--- src/rtl/gray_rptr_decoder_if.sv ---
`default_nettype none
// +----------------------------------------------------------------------------+
// | Module   : gray_rptr_decoder_if                                            |
// | Brief    : Read-side pointer bundle between the FIFO reader and the        |
// |            gray_rptr_decoder block.                                        |
// | Revision : 1.0                                                             |
// +----------------------------------------------------------------------------+
interface gray_rptr_decoder_if #(
   parameter int ADDR_BITS = 4
);
   localparam int c_ptr_w = ADDR_BITS + 1;

   logic [c_ptr_w-1:0]   wptr_gray_i;
   logic                 rd_en_i;
   logic                 rd_ack_o;
   logic [ADDR_BITS-1:0] raddr_o;
   logic [c_ptr_w-1:0]   rptr_bin_o;
   logic [c_ptr_w-1:0]   rptr_gray_o;
   logic [c_ptr_w-1:0]   wptr_bin_o;
   logic                 empty_o;
   logic [c_ptr_w-1:0]   level_o;
   logic                 underflow_o;

   // Reader / write-pointer source side.
   modport master (
      output wptr_gray_i,
      output rd_en_i,
      input  rd_ack_o,
      input  raddr_o,
      input  rptr_bin_o,
      input  rptr_gray_o,
      input  wptr_bin_o,
      input  empty_o,
      input  level_o,
      input  underflow_o
   );

   // Pointer controller side.
   modport slave (
      input  wptr_gray_i,
      input  rd_en_i,
      output rd_ack_o,
      output raddr_o,
      output rptr_bin_o,
      output rptr_gray_o,
      output wptr_bin_o,
      output empty_o,
      output level_o,
      output underflow_o
   );
endinterface
`default_nettype wire

--- src/rtl/gray_rptr_decoder.sv ---
`default_nettype none
// +----------------------------------------------------------------------------+
// | Module   : gray_rptr_decoder                                               |
// | Brief    : Async-FIFO read-side pointer controller: synchronises and       |
// |            decodes the Gray write pointer, owns the read pointer, and      |
// |            produces empty/level. Optional sticky underflow flag enabled    |
// |            by defining GRAY_RPTR_UNDERFLOW_FLAG_EN.                         |
// | Revision : 1.0                                                             |
// +----------------------------------------------------------------------------+
module gray_rptr_decoder #(
   parameter int ADDR_BITS   = 4,
   parameter int SYNC_STAGES = 2    // must be >= 2
) (
   input  wire logic          clk_i,
   input  wire logic          rst_i,
   gray_rptr_decoder_if.slave bus
);
   localparam int c_ptr_w = ADDR_BITS + 1;

   logic [c_ptr_w-1:0] r_sync [SYNC_STAGES];
   logic [c_ptr_w-1:0] w_wgray_s;
   logic [c_ptr_w-1:0] w_wbin_dec;
   logic [c_ptr_w-1:0] r_wptr_bin;
   logic [c_ptr_w-1:0] r_rptr_bin;
   logic [c_ptr_w-1:0] r_rptr_gray;
   logic [c_ptr_w-1:0] w_rbin_next;
   logic [c_ptr_w-1:0] w_rgray_next;
   logic [c_ptr_w-1:0] r_level;
   logic               r_empty;
   logic               w_rd_ack;

   always_ff @(posedge clk_i or posedge rst_i) begin
      if (rst_i) begin
         for (int i = 0; i < SYNC_STAGES; i++) begin
            r_sync[i] <= '0;
         end
      end else begin
         r_sync[0] <= bus.wptr_gray_i;
         for (int i = 1; i < SYNC_STAGES; i++) begin
            r_sync[i] <= r_sync[i-1];
         end
      end
   end

   assign w_wgray_s = r_sync[SYNC_STAGES-1];

   // Each binary bit is the XOR of all Gray bits at or above it.
   always_comb begin
      w_wbin_dec = '0;
      for (int i = 0; i < c_ptr_w; i++) begin
         w_wbin_dec[i] = ^(w_wgray_s >> i);
      end
   end

   assign w_rd_ack     = bus.rd_en_i & ~r_empty;
   assign w_rbin_next  = r_rptr_bin + {{(c_ptr_w-1){1'b0}}, w_rd_ack};
   assign w_rgray_next = w_rbin_next ^ (w_rbin_next >> 1);

   // Empty/level compare against the pre-edge write pointer, so fresh
   // write data is seen one cycle after it is decoded.
   always_ff @(posedge clk_i or posedge rst_i) begin
      if (rst_i) begin
         r_wptr_bin  <= '0;
         r_rptr_bin  <= '0;
         r_rptr_gray <= '0;
         r_empty     <= 1'b1;
         r_level     <= '0;
      end else begin
         r_wptr_bin  <= w_wbin_dec;
         r_rptr_bin  <= w_rbin_next;
         r_rptr_gray <= w_rgray_next;
         r_empty     <= (w_rbin_next == r_wptr_bin);
         r_level     <= r_wptr_bin - w_rbin_next;
      end
   end

`ifdef GRAY_RPTR_UNDERFLOW_FLAG_EN
   logic r_underflow;

   always_ff @(posedge clk_i or posedge rst_i) begin
      if (rst_i) begin
         r_underflow <= 1'b0;
      end else if (bus.rd_en_i && r_empty) begin
         r_underflow <= 1'b1;
      end
   end

   assign bus.underflow_o = r_underflow;
`else
   assign bus.underflow_o = 1'b0;
`endif

   assign bus.rd_ack_o    = w_rd_ack;
   assign bus.raddr_o     = r_rptr_bin[ADDR_BITS-1:0];
   assign bus.rptr_bin_o  = r_rptr_bin;
   assign bus.rptr_gray_o = r_rptr_gray;
   assign bus.wptr_bin_o  = r_wptr_bin;
   assign bus.empty_o     = r_empty;
   assign bus.level_o     = r_level;

endmodule
`default_nettype wire
--- src/flat_wrapper.sv ---
// flat-port wrapper written by rule: the top's interface ports become plain ports
module gray_rptr_decoder_flat 
#(
   parameter int ADDR_BITS   = 4,
   parameter int SYNC_STAGES = 2                   
)
  (clk_i, rst_i, bus_wptr_gray_i, bus_rd_en_i, bus_rd_ack_o, bus_raddr_o, bus_rptr_bin_o, bus_rptr_gray_o, bus_wptr_bin_o, bus_empty_o, bus_level_o, bus_underflow_o);
  gray_rptr_decoder_if #(.ADDR_BITS(ADDR_BITS)) bus_i ();
  input  wire logic clk_i;
  input  wire logic rst_i;
  input wire logic [$bits(bus_i.wptr_gray_i)-1:0] bus_wptr_gray_i;
  input wire logic [$bits(bus_i.rd_en_i)-1:0] bus_rd_en_i;
  output wire logic [$bits(bus_i.rd_ack_o)-1:0] bus_rd_ack_o;
  output wire logic [$bits(bus_i.raddr_o)-1:0] bus_raddr_o;
  output wire logic [$bits(bus_i.rptr_bin_o)-1:0] bus_rptr_bin_o;
  output wire logic [$bits(bus_i.rptr_gray_o)-1:0] bus_rptr_gray_o;
  output wire logic [$bits(bus_i.wptr_bin_o)-1:0] bus_wptr_bin_o;
  output wire logic [$bits(bus_i.empty_o)-1:0] bus_empty_o;
  output wire logic [$bits(bus_i.level_o)-1:0] bus_level_o;
  output wire logic [$bits(bus_i.underflow_o)-1:0] bus_underflow_o;
  assign bus_i.wptr_gray_i = bus_wptr_gray_i;
  assign bus_i.rd_en_i = bus_rd_en_i;
  assign bus_rd_ack_o = bus_i.rd_ack_o;
  assign bus_raddr_o = bus_i.raddr_o;
  assign bus_rptr_bin_o = bus_i.rptr_bin_o;
  assign bus_rptr_gray_o = bus_i.rptr_gray_o;
  assign bus_wptr_bin_o = bus_i.wptr_bin_o;
  assign bus_empty_o = bus_i.empty_o;
  assign bus_level_o = bus_i.level_o;
  assign bus_underflow_o = bus_i.underflow_o;
  gray_rptr_decoder #(.ADDR_BITS(ADDR_BITS), .SYNC_STAGES(SYNC_STAGES)) u_core (.clk_i(clk_i), .rst_i(rst_i), .bus(bus_i));
endmodule
--- config.mk ---
export PLATFORM = sky130hd
export DESIGN_NAME = gray_rptr_decoder_flat
export DESIGN_NICKNAME = d
export VERILOG_FILES = /design/src/rtl/gray_rptr_decoder_if.sv /design/src/rtl/gray_rptr_decoder.sv /design/src/flat_wrapper.sv
export SDC_FILE = /design/constraint.sdc
export NUM_CORES = 1
export LEC_CHECK = 0
export ABC_AREA = 1
export CAP_MARGIN = 20
export CORE_UTILIZATION = 52
export CTS_BUF_LIST = sky130_fd_sc_hd__clkbuf_8
export DETAILED_ROUTE_END_ITERATION = 8
export PLACE_DENSITY = 0.86
export SYNTH_ARGS = -nofsm -noshare
export SYNTH_HDL_FRONTEND = slang
export SYNTH_SLANG_ARGS = --single-unit
--- constraint.sdc ---
create_clock -name clk_i -period 5.2 [get_ports clk_i]
set_clock_uncertainty 0.2 [all_clocks]
set_input_delay 1.3 -clock clk_i [delete_from_list [all_inputs] [get_ports clk_i]]
set_output_delay 1.3 -clock clk_i [all_outputs]
set_load 0.005 [all_outputs]
== Yosys cells after proc, flatten, opt, wreduce, memory -nomap -nowiden ==
Cells that the tools add are included.

* Register bits: 31
* Input bits: 8
* Output and inout bits: 27

* Add/subtract/negate cells: 2
* Eq/ne operators: 1
* Bitwise gates (word level): 3
* Reductions and logical operators: 5

{| class="wikitable"
|+ Operators with widths
! kind !! count
|-
| parity 5 bit || 5
|-
| adder 5 x 1 -> 5 bit || 1
|-
| == test 5 bit || 1
|-
| subtractor 5 bit || 1
|-
| XOR 5 x 4 -> 5 bit || 1
|-
| bitwise AND 1 bit || 1
|-
| NOT 1 bit || 1
|}

== Depth between registers and ports, before layout ==
* Depth after elaboration: 4
* Mapped depth: 13

== Worst setup path after synthesis ==
OpenSTA, ideal clock, no wires.

* Kind: input to register
* From: input bus_rd_en_i
* To: register u_core.r_level[4] (netlist: u_core.bus.level_o[4])
* Setup time: 116 ps
* Arrival: 2734 ps
* Data required time: 4884 ps
* Slack: 2150 ps
* Stages on the path: 11
* Buffers on the path: 0
* Cells stage by stage: inv_1 -> nor2_1 -> ha_1 -> ha_1 -> fa_1 -> inv_1 -> nand3_1 -> nand2_1 -> nand2_1 -> nand3_1 -> nand2_1

* Cells in the longest elaborated chain, start to end: 3

{| class="wikitable"
|+ Ends and longest elaborated chain
! element !! RTL line !! text
|-
| start: declaration || flat_wrapper.sv:12 || <nowiki>input wire logic [$bits(bus_i.rd_en_i)-1:0] bus_rd_en_i;</nowiki>
|-
| bitwise AND 1 bit || gray_rptr_decoder.sv:55 || <nowiki>assign w_rd_ack = bus.rd_en_i & ~r_empty;</nowiki>
|-
| via bus_rd_ack_o || flat_wrapper.sv:13 || <nowiki>output wire logic [$bits(bus_i.rd_ack_o)-1:0] bus_rd_ack_o;</nowiki>
|-
| adder 5 x 1 -> 5 bit || gray_rptr_decoder.sv:56 || <nowiki>assign w_rbin_next = r_rptr_bin + {{(c_ptr_w-1){1'b0}}, w_rd_ack};</nowiki>
|-
| via u_core.w_rbin_next[1] || gray_rptr_decoder.sv:26 || <nowiki>logic [c_ptr_w-1:0] w_rbin_next;</nowiki>
|-
| subtractor 5 bit || gray_rptr_decoder.sv:73 || <nowiki>r_level <= r_wptr_bin - w_rbin_next;</nowiki>
|-
| end signal: assignment || gray_rptr_decoder.sv:73 ||
|-
| end: declaration || gray_rptr_decoder.sv:28 || <nowiki>logic [c_ptr_w-1:0] r_level;</nowiki>
|}

The timed path passes the listed nets, and every way through them passes these cells.

== Worst setup path in the final report ==
* From: input bus_rd_en_i
* To: output bus_rd_ack_o

* Cells in the longest elaborated chain, start to end: 1

{| class="wikitable"
|+ Ends and longest elaborated chain
! element !! RTL line
|-
| bitwise AND 1 bit || gray_rptr_decoder.sv:55
|-
| end: declaration || flat_wrapper.sv:13
|}

No other way between the ends.

==> results.tsv <==
stage	metric	value	unit
min_path	HP Start	u_core.r_sync[5]$_DFF_PP0_	
worst_setup_path	R2R depth	10	
global_route	grt total ovfl	0	
min_path	WHS Endpoint	u_core.w_wgray_s[0]$_DFF_PP0_	
power_and_ir_drop	Sw Ratio	0.3263	
worst_setup_path	Crit. End Element	output pin	
sta	worst setup margin	1.276	ns
sta	maximum clock rate	254.8	MHz
layout	FILL cells	164	
worst_setup_path	r2r setup slk	2.68	ns
synth	Mapped Cells	104	
synth	Post-Syn Area	1222	sq um
drt	Post-Route WL	2034	microns
power_and_ir_drop	Sequential Power Share	0.346	
clock_tree	clk sinks	30	
sta	Final Slew Violations	0	
synth	Syn Nets	117	
power_and_ir_drop	pwr dens	612.5	nW/um^2
flow_run	Max-Cap Viols	0	
die	row cnt	17	
global_route	initial antenna violation count	0	
synth	Ys Warns	0	
placed_design	IO buf count	33	
power_and_ir_drop	leakage power	0.0008122	uW
synth	synth unique cells	19	
drt	first drt pass iteration count	4	
drt	DR iter-0 viols	11	
drt	drt drc	0	
clock_tree	Max H-tree Level	2	
synth	register area share after synthesis	0.6151	
die	Die H	50.49	microns
drt	via count	801	
global_route	number of global-route vias before repair	790	
worst_setup_path	Max FO, Critical Path	2	
clock_tree	postcts setup bufs	0	
power_and_ir_drop	Max IR drop VDD	0.3684	mV
power_and_ir_drop	Comb pwr share	0.449	
sta	post-route minimum period	3.924	ns
die	Initial Util	0.5526	
sta	post-route setup TNS	0	ns
clock_tree	CTS tree	yes	
power_and_ir_drop	Clk network pwr share	0.205	
worst_setup_path	CP arrival	2.42	ns
clock_tree	post-CTS sizing	0	
layout	Area growth, synth to finish	37.46	%
global_route	first-pass GRT wire length	3539	microns
layout	ANT cells	0	
global_route	pin count of the biggest net entering global routing	31	
synth	Yosys reg bits	30	
worst_setup_path	Critical Path Source Type	input pin	
outcome	status	complete, no violations	
min_path	Worst Hold Depth	0	
drt	DR WL/cell	12.11	microns
clock_tree	clock-pin slew on the worst setup and hold paths	0.06	ns
global_route	Overall Global Routing Usage	0.2049	
die	die area	2549	sq um
power_and_ir_drop	internal power	693.4	uW
clock_tree	Worst-Skew Late Latency	0.28	ns
worst_setup_path	Worst Path Required	3.70	ns
sta	unrepaired setup endpoints after global routing	false	
clock_tree	number of buffers created by CTS	5	
placed_design	worst slack at placement	1.261	ns
layout	commonest non-fill, non-tap cells in the layout	clkdlybuf4s50_1 (33), dfrtp_1 (29), nand2_1 (17)	
drt	Routed Antenna Nets	0	
clock_tree	Bufs on Longest Clock Path	2	
layout	most common cell after layout, fill and taps aside	clkdlybuf4s50_1	
synth	Avg Cell Area, Syn	11.75	sq um
worst_setup_path	r2r endpoint	u_core.bus.level_o[3]$_DFF_PP0_	
sta	endpoints failing hold	0	
placed_design	gpl congestion	0.7901	
worst_setup_path	critical path class	input pin to output pin	
layout	Final nets	152	
die	Core ar.	2212	sq um
placed_design	Final HPWL DP	1451	microns
min_path	Tightest Hold Check Type	register to register	
die	width of the die	50.49	microns
layout	share of layout cells above drive strength 1	0.1143	
worst_setup_path	R2R Path Start	u_core.bus.empty_o$_DFF_PP1_	
drt	vias per cell	4.768	
sta	Final setup viols	0	
clock_tree	hold buffers post-CTS	0	
clock_tree	Root Driver	clkbuf_8	
power_and_ir_drop	Total Power	1029	uW
power_and_ir_drop	NetSw	335.9	uW
sta	period utilization	0.7546	
die	num ports	35	
## area by class of cell
| class | count | area (sq um) | share of cell area |
|---|---|---|---|
| flip-flops and latches | 30 | 752.0 | 0.4475 |
| inverters | 16 | 60.06 | 0.03574 |
| repair buffers | 34 | 357.8 | 0.2130 |
| multi-input cells | 52 | 365.4 | 0.2174 |
| well taps | 28 | 35.03 | 0.02085 |
| clock buffers | 8 | 110.1 | 0.06553 |
## per-stage QoR
step / hold slack [ns] / cells / area, sq um / utilization
after floorplan: 0.1312 / 104 / 1222 / -
after global placement: 0.1344 / 159 / 1543 / 0.6974
after detailed placement: 0.1389 / 159 / 1543 / 0.6974
after CTS: 0.1524 / 167 / 1653 / 0.7472
after global routing: 0.1540 / 168 / 1680 / 0.7596
final: 0.1486 / 168 / 1680 / 0.7596
## power by group through the flow
stage / logic, uW / registers [uW] / clock network [uW]
final: 462 / 356 / 211
after global placement: 429 / 355 / 0
after detailed placement: 452 / 359 / 0
after floorplan: 247 / 363 / 0
after CTS: 464 / 356 / 220
after global routing: 512 / 365 / 230
## kinds of logic (layout without fill, tap and decap cells)
| logic type | Yosys count | in the layout | synth area share |
|---|---|---|---|
| other | 1 | 1 | 0.003068 |
| AOI/OAI and AO/OA | 1 | 1 | 0.004090 |
| adders and majority gates | 5 | 5 | 0.05732 |
| xor gates and xnor gates | 14 | 14 | 0.1187 |
| and+or+nand+nor | 31 | 31 | 0.1157 |
| buffers and inverters | 22 | 58 | 0.08598 |
| DFF | 30 | 30 | 0.6152 |
## state kept, by name, indices dropped and copies added, names as in the netlist
signal,cells
u_core.r_sync,5
u_core.bus.rptr_gray_o,4
u_core.bus.empty_o,1
u_core.w_wgray_s,5
u_core.bus.rptr_bin_o,5
u_core.bus.wptr_bin_o,5
u_core.bus.level_o,5
## synthesized netlist by cell type (all sizes together)
master | number | share of area
dfrtp | 29 | 0.59
xor2 | 10 | 0.084
fa | 1 | 0.016
xnor2 | 4 | 0.035
buf | 6 | 0.037
dfstp | 1 | 0.021
nand3 | 7 | 0.033
nor2 | 2 | 0.0061
inv | 16 | 0.049
conb | 1 | 0.0031
nand4 | 2 | 0.010
o21ai | 1 | 0.0041
nand2 | 19 | 0.062
ha | 4 | 0.041
nor3 | 1 | 0.0041
## critical path, cell delays in order
cell and delay (ns):
clkdlybuf4s50_1 0.45, inv_1 0.04, nor2_1 0.12, clkdlybuf4s50_1 0.51
## per-layer routing
layer | vias to the layer above | global-route usage | wire length, microns | part of all wire
li1 | 378 | - | - | -
met1 | 375 | 0.2227 | 783 | 0.38
met2 | 38 | 0.3267 | 1007 | 0.50
met3 | 10 | 0.07273 | 151 | 0.074
met4 | 0 | 0.1528 | 91 | 0.045
met5 | - | 0 | 0 | 0
## how the worst max path moves through the flow
stage / from / endpoint / slack, ns
CTS: bus_rd_en_i / bus_rd_ack_o / 1.26
global route: bus_rd_en_i / bus_rd_ack_o / 1.19
detailed placement: bus_rd_en_i / bus_rd_ack_o / 1.26
global placement: bus_rd_en_i / bus_rd_ack_o / 1.29
floorplan: bus_rd_en_i / u_core.bus.level_o[4]$_DFF_PP0_ / 2.15
finish: bus_rd_en_i / bus_rd_ack_o / 1.28
Note: power is estimated with default switching activity, not from simulation.
